`src/rtl/quad_gen.sv`:
```
// quad_gen: quadrature encoder emulator.
// Steps an A/B Gray-code pair one edge every PERIOD clocks, from the current
// 8-bit position toward a commanded target, taking the shortest way around
// the 256-position ring. Ties at a distance of 128 resolve downward.
module quad_gen #(
   parameter int PERIOD = 50000
) (
   input  logic       clk,
   input  logic       rst,
   input  logic       en,
   input  logic       load,
   input  logic [7:0] target,
   output logic       quadA,
   output logic       quadB,
   output logic [7:0] pos,
   output logic       busy,
   output logic       done
);

   localparam int CW = (PERIOD > 2) ? $clog2(PERIOD) : 1;
   localparam logic [CW-1:0] CNT_RELOAD = CW'(PERIOD - 1);

   typedef enum logic {
      IDLE = 1'b0,
      RUN  = 1'b1
   } state_t;

   state_t        state_q, state_d;
   logic [7:0]    pos_q, pos_d;
   logic [7:0]    target_q, target_d;
   logic [CW-1:0] cnt_q, cnt_d;
   logic          quad_a_q, quad_a_d;
   logic          quad_b_q, quad_b_d;
   logic          busy_q, busy_d;
   logic          done_q, done_d;

   // Remaining distance on the ring. Bit 7 picks the direction, so a
   // distance of exactly 0x80 steps down.
   logic [7:0] diff;
   logic [7:0] step_pos;

   // Direction of the next step and the position it would land on
   always_comb begin
      diff     = target_q - pos_q;
      step_pos = diff[7] ? (pos_q - 8'd1) : (pos_q + 8'd1);
   end

   // Next-state logic for the FSM, the prescaler and the emitted position
   always_comb begin
      state_d  = state_q;
      pos_d    = pos_q;
      target_d = target_q;
      cnt_d    = cnt_q;
      busy_d   = busy_q;
      done_d   = 1'b0;

      case (state_q)
         IDLE: begin
            // A load that would not move anything is ignored entirely.
            if (load && (target != pos_q)) begin
               target_d = target;
               cnt_d    = CNT_RELOAD;
               state_d  = RUN;
               busy_d   = 1'b1;
            end
         end

         RUN: begin
            if (load) begin
               // Retarget edge: never steps. A prescaler already at zero
               // waits here so the pending step uses the new target.
               target_d = target;
               if (en && (cnt_q != '0)) begin
                  cnt_d = cnt_q - 1'b1;
               end
               if (target == pos_q) begin
                  state_d = IDLE;
                  busy_d  = 1'b0;
                  done_d  = 1'b1;
               end
            end else if (en) begin
               if (cnt_q != '0) begin
                  cnt_d = cnt_q - 1'b1;
               end else begin
                  pos_d = step_pos;
                  cnt_d = CNT_RELOAD;
                  if (step_pos == target_q) begin
                     state_d = IDLE;
                     busy_d  = 1'b0;
                     done_d  = 1'b1;
                  end
               end
            end
         end

         default: begin
            state_d = IDLE;
            busy_d  = 1'b0;
         end
      endcase
   end

   // Phase outputs follow the next position so they change on the same
   // edge as pos. B = p[1], A = p[1]^p[0] gives 00,10,11,01 counting up.
   always_comb begin
      quad_b_d = pos_d[1];
      quad_a_d = pos_d[1] ^ pos_d[0];
   end

   // State registers with synchronous reset; reset abandons any move
   always_ff @(posedge clk) begin
      if (rst) begin
         state_q  <= IDLE;
         pos_q    <= 8'd0;
         target_q <= 8'd0;
         cnt_q    <= '0;
         quad_a_q <= 1'b0;
         quad_b_q <= 1'b0;
         busy_q   <= 1'b0;
         done_q   <= 1'b0;
      end else begin
         state_q  <= state_d;
         pos_q    <= pos_d;
         target_q <= target_d;
         cnt_q    <= cnt_d;
         quad_a_q <= quad_a_d;
         quad_b_q <= quad_b_d;
         busy_q   <= busy_d;
         done_q   <= done_d;
      end
   end

   assign quadA = quad_a_q;
   assign quadB = quad_b_q;
   assign pos   = pos_q;
   assign busy  = busy_q;
   assign done  = done_q;

endmodule

```
`config.mk`:
```
export PLATFORM = sky130hd
export DESIGN_NAME = quad_gen
export DESIGN_NICKNAME = d
export VERILOG_FILES = /design/src/rtl/quad_gen.sv
export SDC_FILE = /design/constraint.sdc
export NUM_CORES = 1
export LEC_CHECK = 0
export ABC_AREA = 1
export BUFFER_PORTS_ARGS = -buffer_cell sky130_fd_sc_hd__buf_4
export CORE_UTILIZATION = 59
export CTS_CLUSTER_DIAMETER = 200
export DETAILED_ROUTE_END_ITERATION = 8
export GPL_TIMING_DRIVEN = 0
export PLACE_DENSITY_LB_ADDON = 0.08
export SLEW_MARGIN = 20
export SYNTH_ARGS = -nofsm -noshare
export SYNTH_HDL_FRONTEND = slang
export SYNTH_SLANG_ARGS = --single-unit
```
`constraint.sdc`:
```
create_clock -name clk -period 3.6 [get_ports clk]
set_input_delay 0.54 -clock clk [delete_from_list [all_inputs] [get_ports clk]]
set_output_delay 0.54 -clock clk [all_outputs]
set_load 0.05 [all_outputs]
```
# == After elaboration in Yosys (flattened, before gate mapping) ==
# Index checks and enable logic that the tools add are counted.
# totals
wordCells,68
reg_bits,37
# op_classes
reduce_logical,8
mux,33
n_eq_ne,10
n_bitwise,4
add_sub_neg,4
# ops
op,count
$mux 16,5
$pmux 16 s2,1
$mux 8,3
$mux 1,17
$eq 8x8->1,2
$pmux 8 s2,1
$reduce_bool 16->1,1
$sub 16x1->16 const B,1
$ne 3x2->1 const B,3
$add 8x1->8 const B,1
$mux 2,4
$ne 8x8->1,1
$sub 8x1->8 const B,1
$sub 8x8->8,1
$ne 3x3->1 const B,2
$reduce_and 5->1,1
$ne 2x2->1 const B,2
$pmux 1 s2,2
$reduce_and 4->1,1
$not 1->1,3
$reduce_and 3->1,1
$logic_and 1x1->1,2
$reduce_and 2->1,1
$reduce_or 2->1,1
$xor 1x1->1,1

# == Logic depth before layout (Yosys ltp) ==
# depth
depth_word,8
ltp_mapped,27

# == Least setup slack after synthesis ==
# No wires, ideal clock.
# synth_timing
path_kind,register to register
from,register pos_q[6] (netlist: pos[6])
to,register busy_q (netlist: busy)
arrival_ns,3.110
synth_period_minus_slack_ns,3.242
path_buffers,0
stages_incl_launch_ff,24
required_time_ns,3.468
slack_ns,0.358
cell_sequence,dfxtp_1 inv_1 ha_1 nand2_1 inv_1 a21oi_1 nand2_1 nand2_1 nand2_1 inv_1 ha_1 or2_2 nand3_1 nand2_1 nor2_1 nand3_1 nor2_1 nand2_1 nor2_1 nand3_1 nand2_1 nand2_1 nand2_1 a21oi_1
# synth_via
elab_chain_cells,5
# synth_lines
element,line_no,source
start: declaration,29,"logic [7:0] pos_q, pos_d;"
start signal: assignment,123,pos_q <= pos_d;
$sub 8x8->8 (tied with other cells),44,diff = target_q - pos_q;
$mux 8,45,step_pos = diff[7] ? (pos_q - 8'd1) : (pos_q + 8'd1);
$eq 8x8->1,87,if (step_pos == target_q) begin
$ne 3x2->1 (no source line),--,
$reduce_and 5->1 (no source line) (*),--,
end signal: assignment,128,busy_q <= busy_d;
end: declaration,34,"logic busy_q, busy_d;"
# Every way passes the cells marked *; elsewhere a longest branch is shown, timed or not.
# A chain may end at the register's enable or synchronous reset.

# == Worst setup path after layout ==
# Ends and elaborated chain as after synthesis.

==> flow_metrics.py <==
metrics = {
    "power": {
        "sw_frac_of_total_pct": 34.64,
        "intPower_mw": 0.7697,
        "p_clk_share_pct": 30.4,
        "power.net_switching_mw": 0.4079,
        "combPwrFrac_pct": 31.2,
        "sequentialPowerShare_pct": 38.4,
        "peakVddDrop_uv": 277.7,
        "power.density_mw_per_mm2": 419.8,
        "leakagePower_nw": 1.296,
    },
    "synthesis": {
        "synth-edff-count": 0,
        "ys_seq_area_share_pct": 29.49,
        "async_reset_ff_share_pct": 0,
        "syn-num-nets": 383,
        "ys.flop_type": "dfxtp_1",
        "synth_cell_type_count": 38,
        "syn_inst": 355,
        "syn_area_mm2": 0.002444,
        "ys_ff_latch": 36,
        "avgSynthCellArea_um2": 6.883,
        "yosys_warnings": 0,
    },
    "route": {
        "dr_total_vias": 2384,
        "wire_per_inst_um": 13.29,
        "viasPerCell": 5.443,
        "drt_wl_total_um": 5822,
        "drc": 0,
        "ant_nets": 0,
        "detail_route.iter0.violations": 157,
        "drt-pass1-iter-count": 4,
    },
    "timing": {
        "rsz0062_at_grt": "false",
        "finalHoldViolCount": 0,
        "fin_crit_ps": 3371,
        "setup_tns_ps": 0,
        "period_share_pct": 93.63,
        "worst_pin_slew_ps": 498.4,
        "fmax_mhz": 296.7,
        "slew_viol_final": 0,
        "hold_ws_ps": 454.3,
        "setup_viol": 0,
        "setup_ws_ps": 229.2,
        "finalClockSkew_ps": 3.220,
        "slew_headroom_pct": 66.78,
    },
    "critical_path": {
        "worst_setup_path_end_kind": "flop",
        "cp_max_fo": 6,
        "critical_path_class": "flop to flop",
        "cp_data_required_time_ps": 3760,
        "worst_ep_arrival_time_ps": 3540,
        "cp-start-kind": "flop",
    },
    "floorplan": {
        "die_width_um": 66.36,
        "fp-row-count": 23,
        "start_util_pct": 61.09,
        "ios": 24,
        "die-area_mm2": 0.004403,
        "core_area_mm2": 0.004000,
        "die_h_um": 66.36,
    },
    "global_route": {
        "grt_usage_pct": 29.05,
        "antenna_found_initial": 0,
        "grt_max_degree": 12,
        "grt_overflow": 0,
        "grt_pass1_vias": 2049,
        "grt_pass1_wl_um": 9556,
    },
    "clock_tree": {
        "cts_tree": "done",
        "clk_pin_slew_ps": 70,
        "clkLatencyLatePin_ps": 300,
        "cts.sinks": 36,
        "hold_buffers": 0,
        "root_buffer": "clkbuf_8",
        "cts_buffer_depth": 2,
        "cts_max_level": 2,
        "cts_buffers": 5,
    },
    "layout": {
        "antenna_cells": 0,
        "nets": 415,
        "drive_gt1_share_pct": 18.30,
        "area_delta_synth_final_pct": 14.80,
    },
    "job": {
        "maxCapViolCount": 0,
    },
    "placed_design": {
        "preCtsSetupSlack_ps": 153.3,
        "io_buffers": 23,
        "hpwl_um": 4430,
        "gp_congestion": 0.8460,
    },
    "run_status": {
        "status": "finished, final reports clean",
    },
    "worst_hold_path": {
        "hold_class": "input pin to flop",
    },
}
layout by cell type, fill, tap and decap left out, types with 2 or more instances in the layout:
| cell | synthesis | layout |
|---|---|---|
| xor2_1 | 5 | 5 |
| o21ai_1 | 14 | 14 |
| dfxtp_1 | 36 | 35 |
| xnor2_1 | 7 | 7 |
| nor2_1 | 27 | 27 |
| clkbuf_8 | 0 | 5 |
| a31oi_1 | 6 | 6 |
| inv_1 | 38 | 37 |
| nand4_1 | 10 | 10 |
| nor3_4 | 2 | 2 |
| nand2_1 | 70 | 69 |
| clkbuf_1 | 2 | 3 |
| clkinv_2 | 1 | 2 |
| a21oi_1 | 23 | 23 |
| a211oi_1 | 2 | 2 |
| nand2_2 | 1 | 2 |
| nor3b_1 | 2 | 2 |
| or2_1 | 5 | 5 |
| inv_2 | 14 | 15 |
| nand3b_1 | 4 | 4 |
| a21oi_2 | 4 | 4 |
| o21ai_0 | 11 | 11 |
| nor3_1 | 5 | 5 |
| nand2_4 | 3 | 3 |
| buf_4 | 2 | 27 |
| nor3_2 | 2 | 2 |
| nand3_1 | 32 | 32 |
| ha_1 | 15 | 15 |
| buf_2 | 2 | 2 |
through the flow:
stage	instances	utilization (%)	area [um^2]	power (mW)
4_1_cts	436	69.66	2786	1.166
2_1_floorplan	355	-	2444	0.7292
3_3_place_gp	428	66.97	2679	0.7974
6_report	438	70.13	2805	1.178
5_1_grt	438	70.13	2805	1.251
3_5_place_dp	428	66.97	2679	0.8071
layout make-up:
cell class,instances,area (um^2)
inverter,53,200.2
clock buffer,6,72.57
multi-input combinational,260,1493
fill,356,1195
tap,50,62.56
clock inverter,2,35.03
timing repair buffer,25,187.7
buffer,6,32.53
sequential,36,721.9
power groups by stage:
stage	Clock, mW	Combinational (mW)	Sequential (mW)
5_1_grt	0.380	0.417	0.455
2_1_floorplan	0	0.268	0.462
6_report	0.358	0.367	0.452
3_5_place_dp	0	0.347	0.460
3_3_place_gp	0	0.338	0.460
4_1_cts	0.364	0.350	0.451
state kept, by name, summed over array words and instances (netlist names):
signal	flops
busy	1
cnt_q	16
done	1
pos	7
quadA	1
quadB	1
state_q	1
target_q	8
kinds of logic after synthesis:
| group | after synthesis | share of synthesized area [%] |
|---|---|---|
| compound gates | 63 | 14.39 |
| xor+xnor | 12 | 4.301 |
| fa+ha+maj | 16 | 8.500 |
| buf+inv | 59 | 9.524 |
| flops | 36 | 29.49 |
| simple gates | 169 | 33.79 |
timing repair:
item | CTS | global route
buffers inserted | 0 | 2
endpoints found under the setup margin | 0 | 3
resized for setup | 0 | 3
synth_stat cells (all sizes together), types with 2 or more instances:
library cell,number,area [um^2]
nand2,74,302.8
inv,52,195.2
dfxtp,36,720.7
nand3,32,160.2
nor2,29,118.9
a21oi,27,150.1
o21ai,26,133.9
ha,15,187.7
nand4,10,62.56
nor3,9,77.57
or2,8,52.56
xnor2,7,61.31
a31oi,6,37.54
xor2,5,43.79
buf,4,25.02
nand3b,4,30.03
a211oi,2,15.01
clkbuf,2,7.510
nor3b,2,15.01
critical path: stages (launching register included):
cell and delay [ps]:
dfxtp_1 410, inv_1 80, ha_1 310, nand2_1 100, inv_1 40, a21oi_1 210
nand2_1 110, nand2_1 110, nand2_2 100, inv_2 130, ha_1 280, or2_2 330
nand3_1 80, nand2_1 60, nor2_1 120, nand3_1 90, nor2_1 120, nand2_1 70
nor2_1 130, nand3_1 130, nand2_1 90, nand2_1 50, nand2_1 50, a21oi_1 50
routing by layer:
layer  vias to the layer above  GRT usage, %  wire [um]
met5                         -             0          0
met4                         0         9.574         70
met3                         8         4.828        318
met2                        70         44.39       2491
met1                      1068         40.91       2941
li1                       1238             -          -
path summary, 6_finish.rpt:
kind	cells past startpoint	slack, ps	start	end
setup / recovery	23	230	pos[6]$_SDFFE_PP0P_	busy$_SDFFE_PP0P_
setup reg to reg	23	230	pos[6]$_SDFFE_PP0P_	busy$_SDFFE_PP0P_
hold reg to reg	2	470	busy$_SDFFE_PP0P_	busy$_SDFFE_PP0P_
hold / removal	2	450	rst	cnt_q[1]$_SDFFE_PP0P_
No activity file was read; power rests on OpenSTA's default activity.
